<file path="src/rtl/div_seq.sv">
// Sequential restoring divider: unsigned WIDTH-bit quotient and remainder, with divide-by-zero detection.
// Latency: ready pulses WIDTH+1 cycles after the start cycle, or 1 cycle after it for a zero divisor.
// Backpressure: none. A start during CALC is dropped; a start in IDLE or DONE (the ready cycle) is accepted.
module div_seq #(
  parameter int WIDTH = 32
) (
  input  logic             clk,
  input  logic             rst,
  input  logic             start,
  input  logic [WIDTH-1:0] dividend,
  input  logic [WIDTH-1:0] divisor,
  output logic             busy,
  output logic             ready,
  output logic [WIDTH-1:0] q,
  output logic [WIDTH-1:0] r,
  output logic             div_zero
);

  localparam int CW = $clog2(WIDTH) + 1;

  typedef enum logic [1:0] {
    IDLE = 2'd0,
    CALC = 2'd1,
    DONE = 2'd2
  } state_t;

  state_t           state, state_nxt;
  logic [WIDTH-1:0] qreg, rreg, breg;
  logic [CW-1:0]    cnt;
  logic             busy_q, ready_q, dz_q;

  logic             accept;
  logic             divisor_zero;
  logic             q_load;
  logic             last_iter;
  logic [WIDTH:0]   t;
  logic [WIDTH:0]   d;

  assign divisor_zero = (divisor == '0);
  assign last_iter    = (cnt == CW'(WIDTH - 1));

  // Shift the quotient MSB into the remainder and trial-subtract the divisor.
  // One extra bit keeps R[WIDTH-1] so divisors with the MSB set divide correctly.
  assign t = {rreg, qreg[WIDTH-1]};
  assign d = t - {1'b0, breg};

  // Next-state and accept decode; a start is only taken outside CALC.
  always_comb begin
    state_nxt = state;
    accept    = 1'b0;
    q_load    = 1'b0;
    case (state)
      IDLE, DONE: begin
        state_nxt = IDLE;
        if (start) begin
          accept    = 1'b1;
          q_load    = !divisor_zero;
          state_nxt = divisor_zero ? DONE : CALC;
        end
      end
      CALC: begin
        if (last_iter) state_nxt = DONE;
      end
      default: state_nxt = IDLE;
    endcase
  end

  // State register; reset discards any in-flight request.
  always_ff @(posedge clk) begin
    if (rst) state <= IDLE;
    else     state <= state_nxt;
  end

  // Datapath registers: load on accept, otherwise one restoring iteration per CALC cycle.
  always_ff @(posedge clk) begin
    if (rst) begin
      qreg    <= '0;
      rreg    <= '0;
      breg    <= '0;
      cnt     <= '0;
      busy_q  <= 1'b0;
      ready_q <= 1'b0;
      dz_q    <= 1'b0;
    end else begin
      ready_q <= (state_nxt == DONE);
      if (accept) begin
        if (q_load) begin
          qreg   <= dividend;
          rreg   <= '0;
          breg   <= divisor;
          cnt    <= '0;
          dz_q   <= 1'b0;
          busy_q <= 1'b1;
        end else begin
          qreg   <= '1;
          rreg   <= dividend;
          dz_q   <= 1'b1;
          busy_q <= 1'b0;
        end
      end else if (state == CALC) begin
        if (!d[WIDTH]) begin
          rreg <= d[WIDTH-1:0];
          qreg <= {qreg[WIDTH-2:0], 1'b1};
        end else begin
          rreg <= t[WIDTH-1:0];
          qreg <= {qreg[WIDTH-2:0], 1'b0};
        end
        // Counter stops at WIDTH-1; the FSM leaves CALC on that edge.
        if (!last_iter) cnt <= cnt + 1'b1;
        if (last_iter) busy_q <= 1'b0;
      end
    end
  end

  assign busy     = busy_q;
  assign ready    = ready_q;
  assign q        = qreg;
  assign r        = rreg;
  assign div_zero = dz_q;

endmodule
</file>
<file path="config.mk">
export PLATFORM = sky130hd
export DESIGN_NAME = div_seq
export DESIGN_NICKNAME = d
export VERILOG_FILES = /design/src/rtl/div_seq.sv
export SDC_FILE = /design/constraint.sdc
export NUM_CORES = 1
export LEC_CHECK = 0
export CORE_AREA = 3 3 97 145
export CTS_CLUSTER_DIAMETER = 60
export DETAILED_ROUTE_END_ITERATION = 7
export DIE_AREA = 0 0 100 148
export PLACE_DENSITY = 0.9
export RECOVER_POWER = 50
export SETUP_SLACK_MARGIN = 0.2
export SLEW_MARGIN = 20
export SYNTH_ARGS = -nofsm -noshare
export SYNTH_HDL_FRONTEND = slang
export SYNTH_SLANG_ARGS = --single-unit
</file>
<file path="constraint.sdc">
create_clock -name clk -period 5.85 [get_ports clk]
set_input_delay 1.17 -clock clk [delete_from_list [all_inputs] [get_ports clk]]
set_output_delay 1.17 -clock clk [all_outputs]
set_load 0.01 [all_outputs]
</file>
# Yosys cells after proc, flatten, opt, wreduce, memory -nomap -nowiden
# Index checks and enable logic that the tools add are counted.
dict set report totals {
  reg_bits 107
  latch_bits 0
  mem_bits_rw 0
  rom_bits 0
  input_bits 67
  output_inout_bits 67
  memories 0
}
dict set report op_classes {
  n_addsub 2
  mul 0
  div 0
  magnitude_cmp 0
  eq_ne 6
  shifts 0
  mux 25
  bitwise 0
  n_reduce_logical 9
}
# op count
set op_table {}
lappend op_table {{$mux 32} 7}
lappend op_table {{$sub 33x32->33} 1}
lappend op_table {{$logic_not 32->1} 1}
lappend op_table {{$mux 6} 4}
lappend op_table {{$mux 1} 10}
lappend op_table {{$add 6x1->6 const B} 1}
lappend op_table {{$eq 6x5->1 const B} 1}
lappend op_table {{$mux 2} 3}
lappend op_table {{$eq 2x2->1 const B} 2}
lappend op_table {{$pmux 2 s2} 1}
lappend op_table {{$reduce_and 2->1} 2}
lappend op_table {{$reduce_bool 2->1} 2}
lappend op_table {{$reduce_and 3->1} 1}
lappend op_table {{$eq 2x1->1 const B} 1}
lappend op_table {{$logic_not 2->1} 1}
lappend op_table {{$ne 2x1->1 const B} 1}
lappend op_table {{$ne 2x2->1 const B} 1}
lappend op_table {{$reduce_or 2->1} 1}
lappend op_table {{$logic_not 1->1} 1}

# Logic depth before layout (Yosys ltp)
# Gate-level depths: netlist of the first run.
dict set report logic_depth {
  word_depth 6
  mapped_depth 15
}

# Least setup slack after synthesis of the first run
# No wires, ideal clock.
dict set report synth_timing {
  path_type {register to register}
  startpoint {register qreg[31], in the netlist q[31]}
  endpoint {register rreg[30], in the netlist r[30]}
  t_arrival_ps 3098
  required_ps 5735
  setup_slack_ps 2638
  path_stages_with_launch 15
  cell_sequence {dfxtp_1 inv_1 ha_1 fa_1 nand2b_1 a21oi_1 o2111a_1 or3_1 a211oi_2 a21oi_2 mux2i_2 nand2_4 buf_4 mux2i_1 a2111oi_0}
}
dict set report synth_via {
  elab_chain_cells 4
}
# item line
set synth_lines {}
lappend synth_lines {{start, declared} 28} ;# logic [WIDTH-1:0] qreg, rreg, breg;
lappend synth_lines {{start signal, assigned} 88} ;# qreg <= dividend;
lappend synth_lines {{start signal, assigned} 103} ;# qreg <= {qreg[WIDTH-2:0], 1'b1};
lappend synth_lines {{start signal, assigned} 106} ;# qreg <= {qreg[WIDTH-2:0], 1'b0};
lappend synth_lines {{$sub 33x32->33} 45} ;# assign d = t - {1'b0, breg};
lappend synth_lines {{$mux 32} 101} ;# if (!d[WIDTH]) begin
lappend synth_lines {{$mux 32} 100} ;# end else if (state == CALC) begin
lappend synth_lines {{$mux 32} 86} ;# if (accept) begin
lappend synth_lines {{end signal, assigned} 96} ;# rreg <= dividend;
lappend synth_lines {{end signal, assigned} 102} ;# rreg <= d[WIDTH-1:0];
lappend synth_lines {{end signal, assigned} 105} ;# rreg <= t[WIDTH-1:0];
lappend synth_lines {{end, declared} 28}
# Every way passes these cells. The select of a mux whose other input is x is not followed.
# A chain may end at the register's enable or synchronous reset.

# Final worst setup path of the first run
dict set report layout_timing {
  startpoint {input divisor[24]}
  endpoint {register rreg[15], in the netlist r[15]}
}
dict set report layout_via {
  elab_chain_cells 6
}
# item line
set layout_lines {}
lappend layout_lines {{start, declared} 11} ;# input logic [WIDTH-1:0] divisor,
lappend layout_lines {{$logic_not 32->1} 39} ;# assign divisor_zero = (divisor == '0);
lappend layout_lines {{$logic_not 1->1} 57} ;# q_load = !divisor_zero;
lappend layout_lines {{$mux 1} 55} ;# if (start) begin
lappend layout_lines {{$mux 1} 52} ;# case (state)
lappend layout_lines {{$mux 32} 87} ;# if (q_load) begin
lappend layout_lines {{$mux 32} 86}
# Every way passes these cells.

==> results of run 1 <==
-- cell usage in the layout, fill, tap and decap left out, types with 33 or more instances in the layout --
cell and count:
a21oi_1 106, a311oi_1 33, clkdlybuf4s50_1 64, dfxtp_1 107
dlygate4sd3_1 68, ha_1 33, inv_1 43, nand2_1 160
nor2_1 50, nor3_1 41
-- worst paths after layout --
kind / endpoint / depth (start not counted)
max reg2reg: r[1]$_SDFFE_PP0P_ / 13
min: breg[12]$_SDFFE_PP0P_ / 2
min reg2reg: breg[12]$_SDFFE_PP0P_ / 2
max: r[15]$_SDFFE_PP0P_ / 7
-- power by group --
part	total, W	internal (W)	switching, W
clock network	0.000595	0.000329	0.000266
logic	0.00106	0.000471	0.000587
registers	0.000854	0.000792	0.0000624
-- cells by family after synthesis --
kind of cell	share of synthesized area [%]
AND/OR/NAND/NOR	20.6
multiplexers	4.65
adder cells (fa/ha/maj)	6.63
XOR/XNOR	4.42
AO/OA/AOI/OAI	24.7
flip-flops	32.8
buffers and inverters	6.22
-- worst min-delay path, stage by stage, from the launching register on --
cell and delay [ps]:
dfxtp_1 310, nand2_1 50, a21oi_1 50
-- registers in the layout, indices dropped and copies added (netlist names) --
name,flops
div_zero,1
busy,1
r,32
ready,1
breg,32
q,32
cnt,6
state,2
-- stage by stage --
stage	instance area (um^2)	power, W	util (%)	std cells	setup slack (ps)
after floorplan	6530	0.00162	-	860	2640
after global placement	7880	0.00190	60.9	1099	1580
after detailed placement	7880	0.00192	60.9	1099	1560
after CTS	8160	0.00252	63.0	1114	1800
after global routing	8150	0.00265	62.9	1114	976
final	8150	0.00251	62.9	1114	1170
-- metal layers --
| metal | vias up | routed length (um) | track usage, % |
|---|---|---|---|
| met5 | - | 0 | 0 |
| met2 | 287 | 9530 | 43.5 |
| met4 | 0 | 514 | 8.63 |
| met1 | 3169 | 8030 | 33.2 |
| met3 | 45 | 1330 | 4.58 |
| li1 | 3260 | - | - |
-- cell type report --
| type | count | share of cell area [%] |
|---|---|---|
| inverter | 43 | 1.98 |
| timing repair buffer | 139 | 16.7 |
| clock buffer | 12 | 2.90 |
| clock inverter | 3 | 0.491 |
| sequential | 107 | 26.3 |
| multi-input combinational | 651 | 49.2 |
| tap | 159 | 2.44 |
==> results by group, run 1 <==
Status
  – Status: finished, violations left
  – Violated checks: max-capacitance violations, max-slew violations

Timing
  – Setup Skew: 5.56 ps
  – RSZ-0062 raised after global routing: no
  – Max_slew headroom: -6.52%
  – Fmax: 0.214 GHz
  – Worst-Margin Slew: 1600 ps
  – Setup TNS Final: 0 ps
  – Final hold slack: 458 ps
  – Final Hold Vio Count: 0
  – Tmin final: 4680 ps
  – Setup violations, final: 0
  – Slew Viols, Final: 37
  – Final Cycle Share: 80.0%

Worst setup path
  – Critical path required time: 6080 ps
  – CP max stage delay: 1050 ps
  – Flop-to-flop setup slack: 1810 ps
  – Critical R2R Launch: q[31]$_SDFFE_PP0P_
  – Slowest CP cell: clkbuf_1
  – Critical Path AT: 4910 ps
  – Crit path launch type: primary input
  – Critical-path cell list: dlygate4sd3_1 -> nor4_1 -> nand4_1 -> nor2_4 -> clkbuf_1 -> a21oi_1 -> a2111oi_0
  – CP startpoint: divisor[24]
  – Worst Path Buf+Inv: 2
  – Delay-heaviest family, CP: buffers and inverters
  – Crit path kind: in2reg
  – Worst Path Max Fanout: 34
  – CP Capture Type: flip-flop

Yosys
  – Synth area leaders: dfxtp_1 33%, nand2_1 9.2%, a21oi_1 8.1%
  – Post-Syn Area per Cell: 7.60 um^2
  – Syn_nets: 961
  – Post-synth top flop: dfxtp_1
  – Synthesized instance count: 860
  – Ys async rst share: 0%
  – Most common cell in the netlist: nand2_1
  – Synth Warn #: 0
  – Synth area leader: dfxtp_1
  – Number of synthesized flops with an enable pin: 0
  – Yosys reg bits: 107
  – Share of the synthesized area in the top cell type: 32.8%
  – Cell Area, Synth: 0.00653 mm^2
  – Synth cell types: 54
  – Share of the yosys chip area belonging to registers: 32.8%
  – Post-synth top cells: 160 x nand2_1, 107 x dfxtp_1, 106 x a21oi_1, 51 x nor2_1, 49 x clkbuf_1

Pwr
  – Maximum VDD drop: 0.161 mV
  – Pwr Density: 308 mW/mm^2
  – Leak pwr: 3.30 nW

Floorplanning
  – Chip width: 100 um
  – Ports: 134
  – Die Height: 148 um
  – Die area: 0.0148 mm^2
  – Num rows: 51
  – Core Footprint: 0.0130 mm^2
  – Initial Utilization: 50.4%

Placement
  – Port bufs: 133
  – HPWL Detailed: 14100 um
  – RePlAce Congestion: 0.885

Drt
  – Drt pass-1 iters: 5
  – Initial DRC count: 486
  – DR WL/cell: 17.4 um
  – DR DRC count: 0
  – Vias/cell: 6.07
  – Total Wirelength: 19400 um
  – Routed via count: 6761
  – Routed Antenna Nets: 0

Clocking
  – Post-CTS Setup Bufs: 0
  – Clock sink count: 107
  – CTS clk-pin slew, worst paths: 70 ps
  – CTS tree: yes
  – H-tree levels: 3
  – Root Driver: clkbuf_16
  – CTS buffer count: 9
  – Post-CTS Hold Buffers: 0
  – Clk buf depth: 2
  – Clk_lat worst skew: 350 ps
  – PostCTS Resize Cnt: 0

Global route
  – Initial antenna violation count: 0
  – Global-route wire length before repair: 31200 um
  – Vias in the first global route: 6315
  – Global route overflow: 0
  – Largest net degree at the start of global routing: 74
  – GRT Total Usage: 25.8%

Cells and area
  – Area Growth Syn to Fin: 24.7%
  – Antenna cell count: 0
  – Layout cell share with drive strength beyond 1: 3.35%
  – Final Net Count: 1052
  – Layout fillers: 1107
  – FF+latch area: 0.00214 mm^2
  – Multi-input logic area: 0.00401 mm^2

Worst hold path
  – Class of the worst hold path: reg2reg
  – Hold Path Origin: breg[12]$_SDFFE_PP0P_

Flow run
  – Max Cap Viol: 1
Power figures use the tool's default switching activity.
==> run 2, diff against run 1 <==
CORE_AREA = 3 3 101 151   (was 3 3 97 145)
DIE_AREA = 0 0 104 154   (was 0 0 100 148)
PLACE_DENSITY = 0.88   (was 0.9)
clock period = 3.9 ns   (was 5.85 ns; I/O delays follow)
==> run 2 against run 1 <==
- the run now ends clean
- global-route usage shrank 2.2 points
- cell count rose by 3.9%
- sequential share of layout area fell by 0.61 points
- design area rose by 2.4%
- via count shrank 0.62%
- hold slack worse by 3.0 ps
- utilization is 3.6 points lower
- setup slack got worse by 780 ps
- combinational power up 59%
- register-to-register slack got worse by 1400 ps
- clock skew increased by 2.0 ps
- critical endpoint is now r[0]$_SDFFE_PP0P_
- largest cell class unchanged
==> results by group, run 2 (synthesized netlist as in run 1, its figures left out) <==
Pwr
  – Total Power: 0.00390 W (was 0.00251 W)
  – Maximum VDD drop: 0.225 mV (was 0.161 mV)
  – Leak pwr: 3.38 nW (was 3.30 nW)
  – Pwr Density: 467 mW/mm^2 (was 308 mW/mm^2)

Timing
  – Final Cycle Share: 89.8%
  – Final Hold Vio Count: 0 (unchanged)
  – Worst-Margin Slew: 1070 ps (was 1600 ps)
  – Max_slew headroom: 28.5% (was -6.52%)
  – Fmax: 0.285 GHz
  – Slew Viols, Final: 0 (was 37)
  – Setup violations, final: 0 (unchanged)
  – Setup TNS Final: 0 ps (unchanged)
  – Tmin final: 3500 ps
  – RSZ-0062 raised after global routing: no (unchanged)
  – Setup Skew: 7.56 ps (was 5.56 ps)

Cells and area
  – Most frequent cells in the layout: 160 x nand2_1, 107 x dfxtp_1, 105 x a21oi_1, 68 x dlygate4sd3_1, 64 x clkdlybuf4s50_1 (was 160 x nand2_1, 107 x dfxtp_1, 106 x a21oi_1, 68 x dlygate4sd3_1, 64 x clkdlybuf4s50_1)
  – Antenna cell count: 0 (unchanged)
  – Final Net Count: 1062 (was 1052)
  – Post-Route Utilization: 59.4% (was 62.9%)
  – Finished Layout Cells: 1157 (was 1114)
  – Post-route cell area: 0.00834 mm^2 (was 0.00815 mm^2)
  – Layout cell share with drive strength beyond 1: 4.66% (was 3.35%)
  – Most common cell after layout, fill and taps aside: nand2_1 (unchanged)
  – Area Growth Syn to Fin: 27.7% (was 24.7%)

Drt
  – DR WL/cell: 16.9 um (was 17.4 um)
  – Total Wirelength: 19600 um (was 19400 um)
  – Drt pass-1 iters: 4 (was 5)
  – DR DRC count: 0 (unchanged)
  – Initial DRC count: 535 (was 486)
  – Vias/cell: 5.81 (was 6.07)
  – Routed via count: 6719 (was 6761)
  – Routed Antenna Nets: 0 (unchanged)

Placement
  – Port bufs: 133 (unchanged)
  – Placed cell area: 0.00799 mm^2 (was 0.00788 mm^2)
  – RePlAce Congestion: 0.929 (was 0.885)
  – Placed cell count: 1138 (was 1099)
  – HPWL Detailed: 14300 um (was 14100 um)

Clocking
  – CTS clk-pin slew, worst paths: 70 ps (about the same)
  – H-tree levels: 3 (unchanged)
  – Clk buf depth: 2 (unchanged)
  – Root Driver: clkbuf_16 (unchanged)
  – CTS buffer count: 9 (unchanged)
  – Clock sink count: 107 (unchanged)
  – Clk_lat worst skew: 340 ps (was 350 ps)
  – CTS tree: yes (unchanged)

Worst setup path
  – Worst Path Max Fanout: 10 (was 34)
  – CP Capture Type: flip-flop (unchanged)
  – Crit path kind: reg2reg (was in2reg)
  – Crit path launch type: flip-flop (was primary input)
  – Critical path required time: 4140 ps (was 6080 ps)
  – Critical Path AT: 3750 ps (was 4910 ps)

Floorplanning
  – Initial Utilization: 46.5% (was 50.4%)
  – Ports: 134 (unchanged)
  – Die area: 0.0160 mm^2 (was 0.0148 mm^2)
  – Die Height: 154 um (was 148 um)
  – Chip width: 104 um (was 100 um)
  – Core Footprint: 0.0141 mm^2 (was 0.0130 mm^2)
  – Num rows: 53 (was 51)

Status
  – Status: finished, final reports clean (was finished, violations left)

Global route
  – Global route overflow: 0 (unchanged)
  – Initial antenna violation count: 0 (unchanged)
  – GRT Total Usage: 23.6% (was 25.8%)
  – Largest net degree at the start of global routing: 102 (was 74)
  – Vias in the first global route: 6343 (was 6315)
  – Global-route wire length before repair: 31400 um (was 31200 um)

Flow run
  – Max Cap Viol: 0 (was 1)

Worst hold path
  – Class of the worst hold path: reg2reg (unchanged)
[run 2: cell count changes in the layout (fill, tap and decap cells not counted), sizes merged]
cell	before	now
buf	5	16
clkinv	2	1
[run 2: path summary, 6_finish.rpt]
check / start / end / slack [ps] / depth (start not counted)
hold / removal: breg[3]$_SDFFE_PP0P_ / breg[3]$_SDFFE_PP0P_ / 460 / 2
hold reg to reg: breg[3]$_SDFFE_PP0P_ / breg[3]$_SDFFE_PP0P_ / 460 / 2
setup / recovery: q[31]$_SDFFE_PP0P_ / r[0]$_SDFFE_PP0P_ / 400 / 14
setup reg to reg: q[31]$_SDFFE_PP0P_ / r[0]$_SDFFE_PP0P_ / 400 / 14
[run 2: metrics by stage]
stage	worst slack [ps]	hold slack, ps
floorplan	688	436
global placement	410	443
detailed placement	177	448
CTS	190	458
global route	193	480
finish	396	455
[run 2: critical path, stage by stage, from the launching register on]
cell and delay [ps]:
dfxtp_1 360, inv_1 70, ha_1 230, fa_1 410
nand2b_1 200, a21oi_2 170, o2111a_1 250, or3_1 170
a211oi_2 100, a21oi_2 230, mux2i_2 320, nand2_4 100
buf_12 160, mux2_4 300, a2111oi_2 330
[run 2: final cells by class]
| class | count | area (um^2) |
|---|---|---|
| multi-input cells | 651 | 4020 |
| clock buffers | 13 | 260 |
| clock inverters | 2 | 35.0 |
| repair buffers | 149 | 1480 |
| fillers | 1258 | 5710 |
| inverters | 43 | 161 |
| well taps | 192 | 240 |
| flip-flops and latches | 107 | 2140 |
[run 2: per-layer routing]
metal | vias up | track usage [%] | share of wire (%)
met5 | - | 0 | 0
met4 | 0 | 10.5 | 3.8
met3 | 51 | 3.86 | 6.0
met2 | 258 | 40.7 | 49
met1 | 3145 | 28.9 | 41
li1 | 3265 | - | -
[run 2: where the power goes]
group          internal (W)  switching (W)  leakage, nW
sequential          0.00119      0.0000913        0.881
clock              0.000530       0.000397        0.146
combinational      0.000774       0.000918         2.35
total               0.00249        0.00141         3.38
[run 2: what timing repair did]
action                     4_1_cts  5_1_grt
setup endpoints to repair        6       14
pin swaps                        0        3
buffers inserted                 0        4
resized for setup                3        8
hold buffers                     0        0
